## src/rtl/txt_render_attr.sv

```systemverilog
// txt_render_attr -- text-mode renderer with per-cell colour attributes,
// blinking characters and a hardware blinking cursor.
//
// Takes pixel coordinates from the shared VGA timing block. For each cell it
// prefetches the next cell's character/attribute word from display memory and
// the matching glyph row from font memory. Both memories have a 1-cycle
// synchronous read. It then drives a registered 4-bit colour index that
// trails the pixel coordinates by exactly one clock.
//
// Ports
//   clk        pixel clock
//   clr        synchronous active-high reset
//   pix_x      current pixel column (wraps H_TOTAL-1 -> 0)
//   pix_y      current pixel line
//   de         active-video flag for (pix_x, pix_y)
//   dis_addr   display memory address (row*COLS + col)
//   dis_en     display memory read enable (1-cycle pulse)
//   dis_dat    display word: [7:0] char, [11:8] fg, [14:12] bg, [15] blink
//   font_addr  font memory address {char, glyph_row}
//   font_en    font memory read enable (1-cycle pulse)
//   font_dat   glyph row, MSB = leftmost pixel
//   cur_en     cursor enable
//   cur_col    cursor column
//   cur_row    cursor row
//   out_color  colour index
//   out_de     de delayed to line up with out_color
module txt_render_attr #(
    parameter int GLYPH_W      = 8,
    parameter int GLYPH_H      = 16,
    parameter int COLS         = 80,
    parameter int ROWS         = 30,
    parameter int H_TOTAL      = 800,
    parameter int V_TOTAL      = 525,
    parameter int ADDR_W       = 12,
    parameter int BLINK_FRAMES = 30
) (
    input  logic                          clk,
    input  logic                          clr,
    input  logic [9:0]                    pix_x,
    input  logic [9:0]                    pix_y,
    input  logic                          de,
    output logic [ADDR_W-1:0]             dis_addr,
    output logic                          dis_en,
    input  logic [15:0]                   dis_dat,
    output logic [8+$clog2(GLYPH_H)-1:0]  font_addr,
    output logic                          font_en,
    input  logic [GLYPH_W-1:0]            font_dat,
    input  logic                          cur_en,
    input  logic [6:0]                    cur_col,
    input  logic [4:0]                    cur_row,
    output logic [3:0]                    out_color,
    output logic                          out_de
);

    localparam int PH_W    = $clog2(GLYPH_W);
    localparam int GR_W    = $clog2(GLYPH_H);
    localparam int H_CELLS = H_TOTAL / GLYPH_W;
    localparam int BC_W    = (BLINK_FRAMES > 1) ? $clog2(BLINK_FRAMES) : 1;

    // Pipeline slots within a cell, named by the pixel phase sampled at the edge.
    localparam logic [PH_W-1:0] PH_DIS  = PH_W'(GLYPH_W - 6);
    localparam logic [PH_W-1:0] PH_FONT = PH_W'(GLYPH_W - 4);
    localparam logic [PH_W-1:0] PH_GLY  = PH_W'(GLYPH_W - 2);
    localparam logic [PH_W-1:0] PH_LOAD = PH_W'(GLYPH_W - 1);

    // Colour of one pixel from the current glyph row and attribute. A blinking
    // character is hidden during blink phase 0; a cursor hit swaps fg/bg
    // during blink phase 1.
    function automatic logic [3:0] resolve_color(
        input logic [GLYPH_W-1:0] glyph,
        input logic [PH_W-1:0]    idx,
        input logic [7:0]         attr,
        input logic               hit,
        input logic               phase
    );
        logic       on;
        logic [3:0] fg;
        logic [3:0] bg;
        on = glyph[idx] & ~(attr[7] & ~phase);
        fg = attr[3:0];
        bg = {1'b0, attr[6:4]};
        if (hit && phase)
            return on ? bg : fg;
        else
            return on ? fg : bg;
    endfunction

    // Target (next) cell decode
    logic [PH_W-1:0]   ph;
    logic [9:0]        cell_x;
    logic [9:0]        nc_raw;
    logic              wrap;
    logic [9:0]        nc;
    logic [9:0]        y_next;
    logic [9:0]        line;
    logic [9:0]        row;
    logic [GR_W-1:0]   gr;
    logic              tgt_valid;
    logic [ADDR_W-1:0] tgt_addr;
    logic              frame_tick;

    assign ph         = pix_x[PH_W-1:0];
    assign cell_x     = pix_x >> PH_W;
    assign nc_raw     = cell_x + 10'd1;
    assign wrap       = (nc_raw >= 10'(H_CELLS));
    assign nc         = wrap ? 10'd0 : nc_raw;
    assign y_next     = (pix_y == 10'(V_TOTAL - 1)) ? 10'd0 : pix_y + 10'd1;
    assign line       = wrap ? y_next : pix_y;
    assign row        = line >> GR_W;
    assign gr         = line[GR_W-1:0];
    assign tgt_valid  = (nc < 10'(COLS)) && (row < 10'(ROWS));
    assign tgt_addr   = ADDR_W'(row) * ADDR_W'(COLS) + ADDR_W'(nc);
    assign frame_tick = (pix_x == 10'd0) && (pix_y == 10'd0);

    // Pipeline state
    logic [9:0]         nc_p0;
    logic [9:0]         row_p0;
    logic [GR_W-1:0]    gr_p0;
    logic               vld_p0;
    logic [7:0]         attr_buf_p1;
    logic [GLYPH_W-1:0] glyph_buf_p2;
    logic [GLYPH_W-1:0] shreg;
    logic [7:0]         attr_cur;
    logic               cell_valid;
    logic               cur_hit;
    logic [BC_W-1:0]    blink_cnt;
    logic               blink_phase;

    logic [PH_W-1:0] bit_idx;
    logic [3:0]      pix_color;

    assign bit_idx = PH_W'(GLYPH_W - 1) - ph;

    always_comb begin
        pix_color = 4'd0;
        if (de && cell_valid)
            pix_color = resolve_color(shreg, bit_idx, attr_cur, cur_hit, blink_phase);
    end

    always_ff @(posedge clk) begin
        if (clr) begin
            dis_addr     <= '0;
            dis_en       <= 1'b0;
            font_addr    <= '0;
            font_en      <= 1'b0;
            nc_p0        <= '0;
            row_p0       <= '0;
            gr_p0        <= '0;
            vld_p0       <= 1'b0;
            attr_buf_p1  <= '0;
            glyph_buf_p2 <= '0;
            shreg        <= '0;
            attr_cur     <= '0;
            cell_valid   <= 1'b0;
            cur_hit      <= 1'b0;
            blink_cnt    <= '0;
            blink_phase  <= 1'b0;
            out_color    <= '0;
            out_de       <= 1'b0;
        end else begin
            dis_en  <= 1'b0;
            font_en <= 1'b0;

            // Stage p0: latch target cell, issue display read
            if (ph == PH_DIS) begin
                nc_p0    <= nc;
                row_p0   <= row;
                gr_p0    <= gr;
                vld_p0   <= tgt_valid;
                dis_addr <= tgt_addr;
                dis_en   <= tgt_valid;
            end

            // Stage p1: display word back, issue font read, keep attribute
            if (ph == PH_FONT && vld_p0) begin
                font_addr   <= {dis_dat[7:0], gr_p0};
                font_en     <= 1'b1;
                attr_buf_p1 <= dis_dat[15:8];
            end

            // Stage p2: glyph row back
            if (ph == PH_GLY && vld_p0)
                glyph_buf_p2 <= font_dat;

            // Cell boundary: hand prefetched cell to the output stage
            if (ph == PH_LOAD) begin
                shreg      <= glyph_buf_p2;
                attr_cur   <= attr_buf_p1;
                cell_valid <= vld_p0;
                cur_hit    <= cur_en && (nc_p0 == {3'b000, cur_col})
                              && (row_p0 == {5'b00000, cur_row})
                              && (gr_p0 >= GR_W'(GLYPH_H - 2));
            end

            if (frame_tick) begin
                if (blink_cnt == BC_W'(BLINK_FRAMES - 1)) begin
                    blink_cnt   <= '0;
                    blink_phase <= ~blink_phase;
                end else begin
                    blink_cnt <= blink_cnt + 1'b1;
                end
            end

            // Output stage: one clock behind pix_x/pix_y
            out_color <= pix_color;
            out_de    <= de;
        end
    end

endmodule

```

## config.mk

```make
export PLATFORM = sky130hd
export DESIGN_NAME = txt_render_attr
export DESIGN_NICKNAME = d
export VERILOG_FILES = /design/src/rtl/txt_render_attr.sv
export SDC_FILE = /design/constraint.sdc
export NUM_CORES = 1
export LEC_CHECK = 0
export ABC_AREA = 1
export CAP_MARGIN = 20
export CORE_ASPECT_RATIO = 1.25
export CORE_MARGIN = 5
export CORE_UTILIZATION = 55
export DETAILED_ROUTE_END_ITERATION = 8
export PLACE_DENSITY = 0.85
export SLEW_MARGIN = 20
export SYNTH_ARGS = -nofsm -noshare
export SYNTH_HDL_FRONTEND = slang
export SYNTH_SLANG_ARGS = --single-unit
```

## constraint.sdc

```tcl
create_clock -name clk -period 7.5 [get_ports clk]
set_input_delay 1.875 -clock clk [delete_from_list [all_inputs] [get_ports clk]]
set_output_delay 1.875 -clock clk [all_outputs]
set_load 0.02 [all_outputs]
```

==> results of run 1 <==
final cells by class:
type | count | area (um^2)
fill | 651 | 2470
multi-input combinational | 427 | 2320
sequential | 86 | 1720
timing repair buffer | 93 | 923
inverter | 82 | 308
clock buffer | 13 | 169
tap | 97 | 121
clock inverter | 3 | 65.1
placed cells by master, fill, tap and decap left out, types with 3 or more instances in the layout:
cell type / netlist / final
o211ai_1: 6 / 6
o21ai_1: 3 / 3
nand2_2: 3 / 3
a21oi_1: 35 / 35
o22ai_1: 3 / 3
nor4_1: 5 / 5
nand3_2: 4 / 4
o21ai_0: 66 / 66
nor3_1: 6 / 6
xnor2_1: 6 / 6
nor2_1: 95 / 94
nor2_2: 2 / 3
o21bai_1: 5 / 5
nand4_1: 10 / 10
xor2_1: 12 / 12
clkdlybuf4s50_1: 0 / 90
buf_4: 7 / 3
dfxtp_1: 86 / 86
o21ai_2: 4 / 4
ha_1: 17 / 17
inv_1: 80 / 80
nand2_4: 6 / 6
nand3_1: 31 / 31
nand2_1: 90 / 90
clkbuf_8: 0 / 12
per-layer routing:
metal	vias up	wire, um	GRT usage
met5	-	0	0
met4	0	365	0.110
met3	33	611	0.0434
met2	133	5800	0.396
met1	1999	4330	0.245
li1	2170	-	-
synthesized netlist by cell type (all sizes together):
cell type / n / share of area
nor2: 99 / 0.087
fa: 2 / 0.0089
a31oi: 1 / 0.0014
nand3b: 1 / 0.0017
o22ai: 3 / 0.0042
o21ai: 73 / 0.084
nor4: 5 / 0.0069
o211a: 2 / 0.0044
nor3: 6 / 0.0067
inv: 80 / 0.067
xor2: 12 / 0.023
o211ai: 6 / 0.010
o2111ai: 2 / 0.0039
xnor2: 6 / 0.012
dfxtp: 86 / 0.38
clkbuf: 15 / 0.012
nand3: 35 / 0.043
or3: 1 / 0.0014
buf: 11 / 0.024
a221oi: 2 / 0.0039
conb: 1 / 0.00083
a21oi: 35 / 0.039
nand4: 11 / 0.017
or2: 1 / 0.0014
a211oi: 1 / 0.0017
o221ai: 1 / 0.0019
clkinv: 2 / 0.0017
o21bai: 5 / 0.0083
ha: 17 / 0.047
nand2: 99 / 0.094
worst max-delay path by stage:
stage | from | to | slack [ns] | cells after the start
finish | pix_x[4] | dis_addr[11] | 1.98 | 25
floorplan | pix_x[3] | dis_addr[11] | 2.58 | 26
global placement | pix_x[4] | dis_addr[11] | 1.78 | 25
detailed placement | pix_x[4] | dis_addr[11] | 1.61 | 25
global route | pix_x[4] | dis_addr[11] | 1.63 | 26
CTS | pix_x[4] | dis_addr[11] | 1.99 | 25
sequential cells by signal (all words and copies together), names as in the netlist, 5 cells and up:
name,count
glyph_buf_p2,8
font_addr,12
shreg,8
blink_cnt,5
attr_cur,8
dis_addr,12
attr_buf_p1,8
row_p0,6
worst max-delay path, cell delays in order:
cell and delay [ns]:
clkdlybuf4s50_1 0.59, ha_1 0.24, nand3_2 0.12, o21bai_1 0.17, nand2_2 0.10, nor2_2 0.10
nand2_2 0.10, nand2_4 0.28, nand2_1 0.11, o21ai_2 0.09, inv_1 0.09, ha_1 0.28
ha_1 0.22, fa_1 0.57, nand2_1 0.09, nor2_1 0.09, nand2_1 0.06, nand3_1 0.12
nand3_1 0.10, nand2_1 0.07, nand2_1 0.06, nand4_1 0.09, nand3_1 0.08, nand2_1 0.06
inv_1 0.04
report_power, final:
part / leakage, nW / switching (W) / internal, W / total (W)
clock: 0.120 / 0.000156 / 0.000215 / 0.000370
sequential: 0.698 / 0.00000613 / 0.000469 / 0.000475
combinational: 1.71 / 0.000115 / 0.0000871 / 0.000202
total: 2.53 / 0.000277 / 0.000771 / 0.00105
through the flow:
stage / util / cell area (um^2) / hold WS [ns] / setup WS [ns] / total power (W)
2_1_floorplan: - / 4510 / 0.424 / 2.58 / 0.000616
3_3_place_gp: 0.666 / 5390 / 0.434 / 1.78 / 0.000680
3_5_place_dp: 0.666 / 5390 / 0.450 / 1.61 / 0.000685
4_1_cts: 0.695 / 5630 / 0.461 / 1.99 / 0.00105
5_1_grt: 0.695 / 5630 / 0.474 / 1.63 / 0.00110
6_report: 0.695 / 5630 / 0.463 / 1.98 / 0.00105
cells by family after synthesis:
group | count (synthesis)
adders and majority gates | 19
AOI/OAI and AO/OA | 131
other | 1
and+or+nand+nor | 258
xor gates and xnor gates | 18
DFF | 86
buffers and inverters | 108
==> reports/results.ini, run 1 <==
[status]
status = finished, final reports clean

[die]
chipWidth_um = 91
io_pins = 91
die_y_um = 111
core.rowCount = 37
core_area_um2 = 8100
initial_utilization = 0.557
fp.dieArea_um2 = 10100

[min_path]
holdPathStages = 2
hold_class = flip-flop to flip-flop
holdCritStartpoint = shreg[0]
holdPathEnd = shreg[0]

[routing]
drtIter0Drc = 167
drt-total-wl_mm = 11.1
wl_per_cell_um = 13.9
vias = 4335
antenna_left = 0
firstDrtPassIters = 5
drc = 0
viasPerCell = 5.41

[setup_path]
r2r_cells = 6
r2r_end = attr_buf_p1[7]
r2r-start = vld_p0
cp_max_fo = 23
crit_path_start_kind = input pin
critPathRequiredTime_ns = 7.76
endpoint_kind = flip-flop
critPathKind = input pin to flip-flop
arrival_ns = 5.78
reg2reg_slack_ns = 5.75

[layout]
antennaDiodeCount = 0
layout.nets = 778
area_growth_pct = 24.7
drive_above_1_share = 0.0597
finalNonFillerCells = 801

[logic_synthesis]
ys_ff_latch = 86
synth_cell_types = 41
synth_fp_nets = 700
synth.mux.area_fraction = 0
ys_warn_count = 0
netlist_area_um2 = 4510
synthXorXnorAreaFrac = 0.0350
synth_top_family_by_area = simple AND/OR/NAND/NOR gates
synth_cells = 621
synth-simple-area-share = 0.259
synth_compound_area_frac = 0.163
synthAdderAreaFrac = 0.0560
yosysSeqAreaShare = 0.382
syn_area_per_cell_um2 = 7.26

[sta]
finalSetupViolCount = 0
hold_viol_final = 0
fin_crit_ns = 5.52
fin_crit_sh = 0.737
worst_slew_pin_slew_ns = 0.713
finalSetupTns_ns = 0
skew_ns = 0.0126
relSlewSlack = 0.524
final_max_slew_viol_count = 0
fmax_ghz = 0.181
rsz0062_at_grt = false

[power_and_ir_drop]
cellLeakagePower_nw = 2.53
power_density_nw_per_um2 = 186
worst_ir_drop_vdd_uv = 139

[clock_network]
cts_num_sinks = 86
cts_root_buffer = clkbuf_8
hold_buffers = 0
cts_buffers = 9
post_cts_resized = 0
clkTransAtPathRegs_ns = 0.08
cts_setup_buffers = 0
insertion_delay_ns = 0.36
htree_levels = 3
clockBufferDepth = 2
cts_tree = built

[global_routing]
grt_pass1_vias = 4273
antenna_found_initial = 0
grt_start_max_net_pins = 48
overflow = 0
grt_pass1_wl_mm = 18.8
track_usage = 0.221

[placed_design]
place_hpwl_mm = 8.36
dpl.cell_count = 785
port_buffers = 90
place_congestion = 0.941

[flow_run]
drv_cap = 0

Power figures use the tool's default switching activity.
==> inputs of run 2 (changes only) <==
--- a/config.mk
+++ b/config.mk
@@ -9,9 +9,9 @@
 export CAP_MARGIN = 20
 export CORE_ASPECT_RATIO = 1.25
 export CORE_MARGIN = 5
-export CORE_UTILIZATION = 55
+export CORE_UTILIZATION = 47
 export DETAILED_ROUTE_END_ITERATION = 8
-export PLACE_DENSITY = 0.85
+export PLACE_DENSITY = 0.77
 export SLEW_MARGIN = 20
 export SYNTH_ARGS = -nofsm -noshare
 export SYNTH_HDL_FRONTEND = slang
==> constraint.sdc (replaced) <==
create_clock -name clk -period 4.42 [get_ports clk]
set_input_delay 1.105 -clock clk [delete_from_list [all_inputs] [get_ports clk]]
set_output_delay 1.105 -clock clk [all_outputs]
set_load 0.02 [all_outputs]
==> run 2 against run 1 <==
Core utilization decreased by 5.4 points; first-iteration DRC count increased by 0.60%; clock skew decreased by 0.0086 ns; cell count increased by 8.6%; cell area increased by 8.3%; non-clock buffer count increased by 39; highest routed layer unchanged; clock-buffer cell count unchanged; critical path depth unchanged; largest cell class unchanged; global-route usage decreased by 2.6 points.
==> reports/results.ini, run 2 (synthesized netlist as in run 1, its figures left out) <==
[sta]
fin_crit_sh = 0.911
skew_ns = 0.00406
final_max_slew_viol_count = 0
relSlewSlack = 0.537
rsz0062_at_grt = false
finalSetupViolCount = 0
fin_hold_ws_ns = 0.456
fin_crit_ns = 4.03
fmax_ghz = 0.248
worst_slew_pin_slew_ns = 0.694
fin_ws_ns = 0.392
hold_viol_final = 0

[setup_path]
cp_max_fo = 4
arrival_ns = 4.31
cp_common_cell = nand2_1
critPathKind = input pin to flip-flop
critPathSlowestCell = fa_1
cp_slowest_stage_delay_ns = 0.54
endpoint_kind = flip-flop
crit_path_start_kind = input pin
critPathRequiredTime_ns = 4.70

[global_routing]
top_usage_layer = met2
grt_pass1_vias = 4347
grt_start_max_net_pins = 51
track_usage = 0.195
grt_pass1_wl_mm = 18.9
gr-usage-met2 = 0.361
overflow = 0
grt_util_met1 = 0.218
met3_usage = 0.0343
antenna_found_initial = 0

[status]
status = finished, final reports clean

[power_and_ir_drop]
power_density_nw_per_um2 = 323
switching_power_w = 0.000507
p_seq_frac = 0.410
pwr-share-comb = 0.206
intPower_w = 0.00146
p_sw_frac = 0.258
cellLeakagePower_nw = 2.81
clkPwrFrac = 0.384
worst_ir_drop_vdd_uv = 180

[placed_design]
place_hpwl_mm = 8.51
place_congestion = 0.897
dpl_worst_slack_ns = -0.209
port_buffers = 90

[routing]
wl_per_cell_um = 12.7
antenna_left = 0
drt-total-wl_mm = 11.1
drtIter0Drc = 168
viasPerCell = 5.04
vias = 4381
firstDrtPassIters = 4
drc = 0

[clock_network]
htree_levels = 3
cts_tree = built
cts_num_sinks = 86
cts_buffers = 9
insertion_delay_ns = 0.33
cts_root_buffer = clkbuf_16
clockBufferDepth = 2
clkTransAtPathRegs_ns = 0.06
hold_buffers = 0

[die]
core_area_um2 = 9510
chipWidth_um = 97.6
io_pins = 91
die_y_um = 120
initial_utilization = 0.474
core.rowCount = 40
fp.dieArea_um2 = 11700

[layout]
final_cell_mix = nor2_1 (94), nand2_1 (88), dfxtp_1 (86)
drive_above_1_share = 0.121
antennaDiodeCount = 0
area_growth_pct = 35.1
layout.nets = 818
final_common_cell = nor2_1
top_regs = dis_addr x12, font_addr x12

[flow_run]
drv_cap = 0

[min_path]
hold_class = flip-flop to flip-flop

## run 2: changes by cell type in the layout (fill, tap and decap cells not counted), sizes merged
cell	delta
buf	+39
clkdlybuf4s50	-6
bufinv	-1
nand2	+1
clkinvlp	+1
dlymetal6s2s	+6
## run 2: stage by stage
stage / area, um^2 / TNS (ns) / util / power [W] / cells
2_1_floorplan: 4510 / 0 / - / 0.00105 / 621
3_3_place_gp: 5720 / -0.113 / 0.601 / 0.00121 / 851
3_5_place_dp: 5720 / -0.402 / 0.601 / 0.00122 / 851
4_1_cts: 6020 / 0 / 0.633 / 0.00198 / 867
5_1_grt: 6090 / 0 / 0.641 / 0.00206 / 870
6_report: 6090 / 0 / 0.641 / 0.00197 / 870
## run 2: per-layer routing
layer  part of all wire  up-vias
met5                  0        -
met4              0.023        0
met3              0.038       21
met2               0.52       99
met1               0.42     2001
li1                   -     2260
## run 2: area by class of cell
type / instances / area [um^2]
fill: 847 / 3420
multi-input combinational: 428 / 2350
sequential: 86 / 1720
timing repair buffer: 132 / 1250
inverter: 82 / 308
clock buffer: 13 / 260
tap: 126 / 158
clock inverter: 3 / 42.5
## run 2: path summary, 6_finish.rpt
path                     to        start  depth (start not counted)  slack (ns)
max            dis_addr[11]     pix_y[0]                         25        0.39
min             attr_cur[4]  attr_cur[4]                          2        0.46
max reg2reg  attr_buf_p1[7]       vld_p0                          6        2.67
min reg2reg     attr_cur[4]  attr_cur[4]                          2        0.46
## run 2: worst max-delay path: cells and delay by family
kind	cells	cell delay (ns)
buf+inv	6	0.85
fa+ha+maj	4	1.15
simple gates	15	1.18
## run 2: power groups by stage
| stage | clock network [W] | logic, W | registers (W) |
|---|---|---|---|
| 6_report | 0.000757 | 0.000406 | 0.000807 |
| 5_1_grt | 0.000801 | 0.000453 | 0.000809 |
| 4_1_cts | 0.000772 | 0.000400 | 0.000807 |
| 3_5_place_dp | 0 | 0.000397 | 0.000824 |
| 3_3_place_gp | 0 | 0.000391 | 0.000824 |
| 2_1_floorplan | 0 | 0.000217 | 0.000829 |
## run 2: repair_timing
item / CTS / global route
setup buffers: 0 / 2
endpoints found under the setup margin: 0 / 3
gates resized for setup: 0 / 17
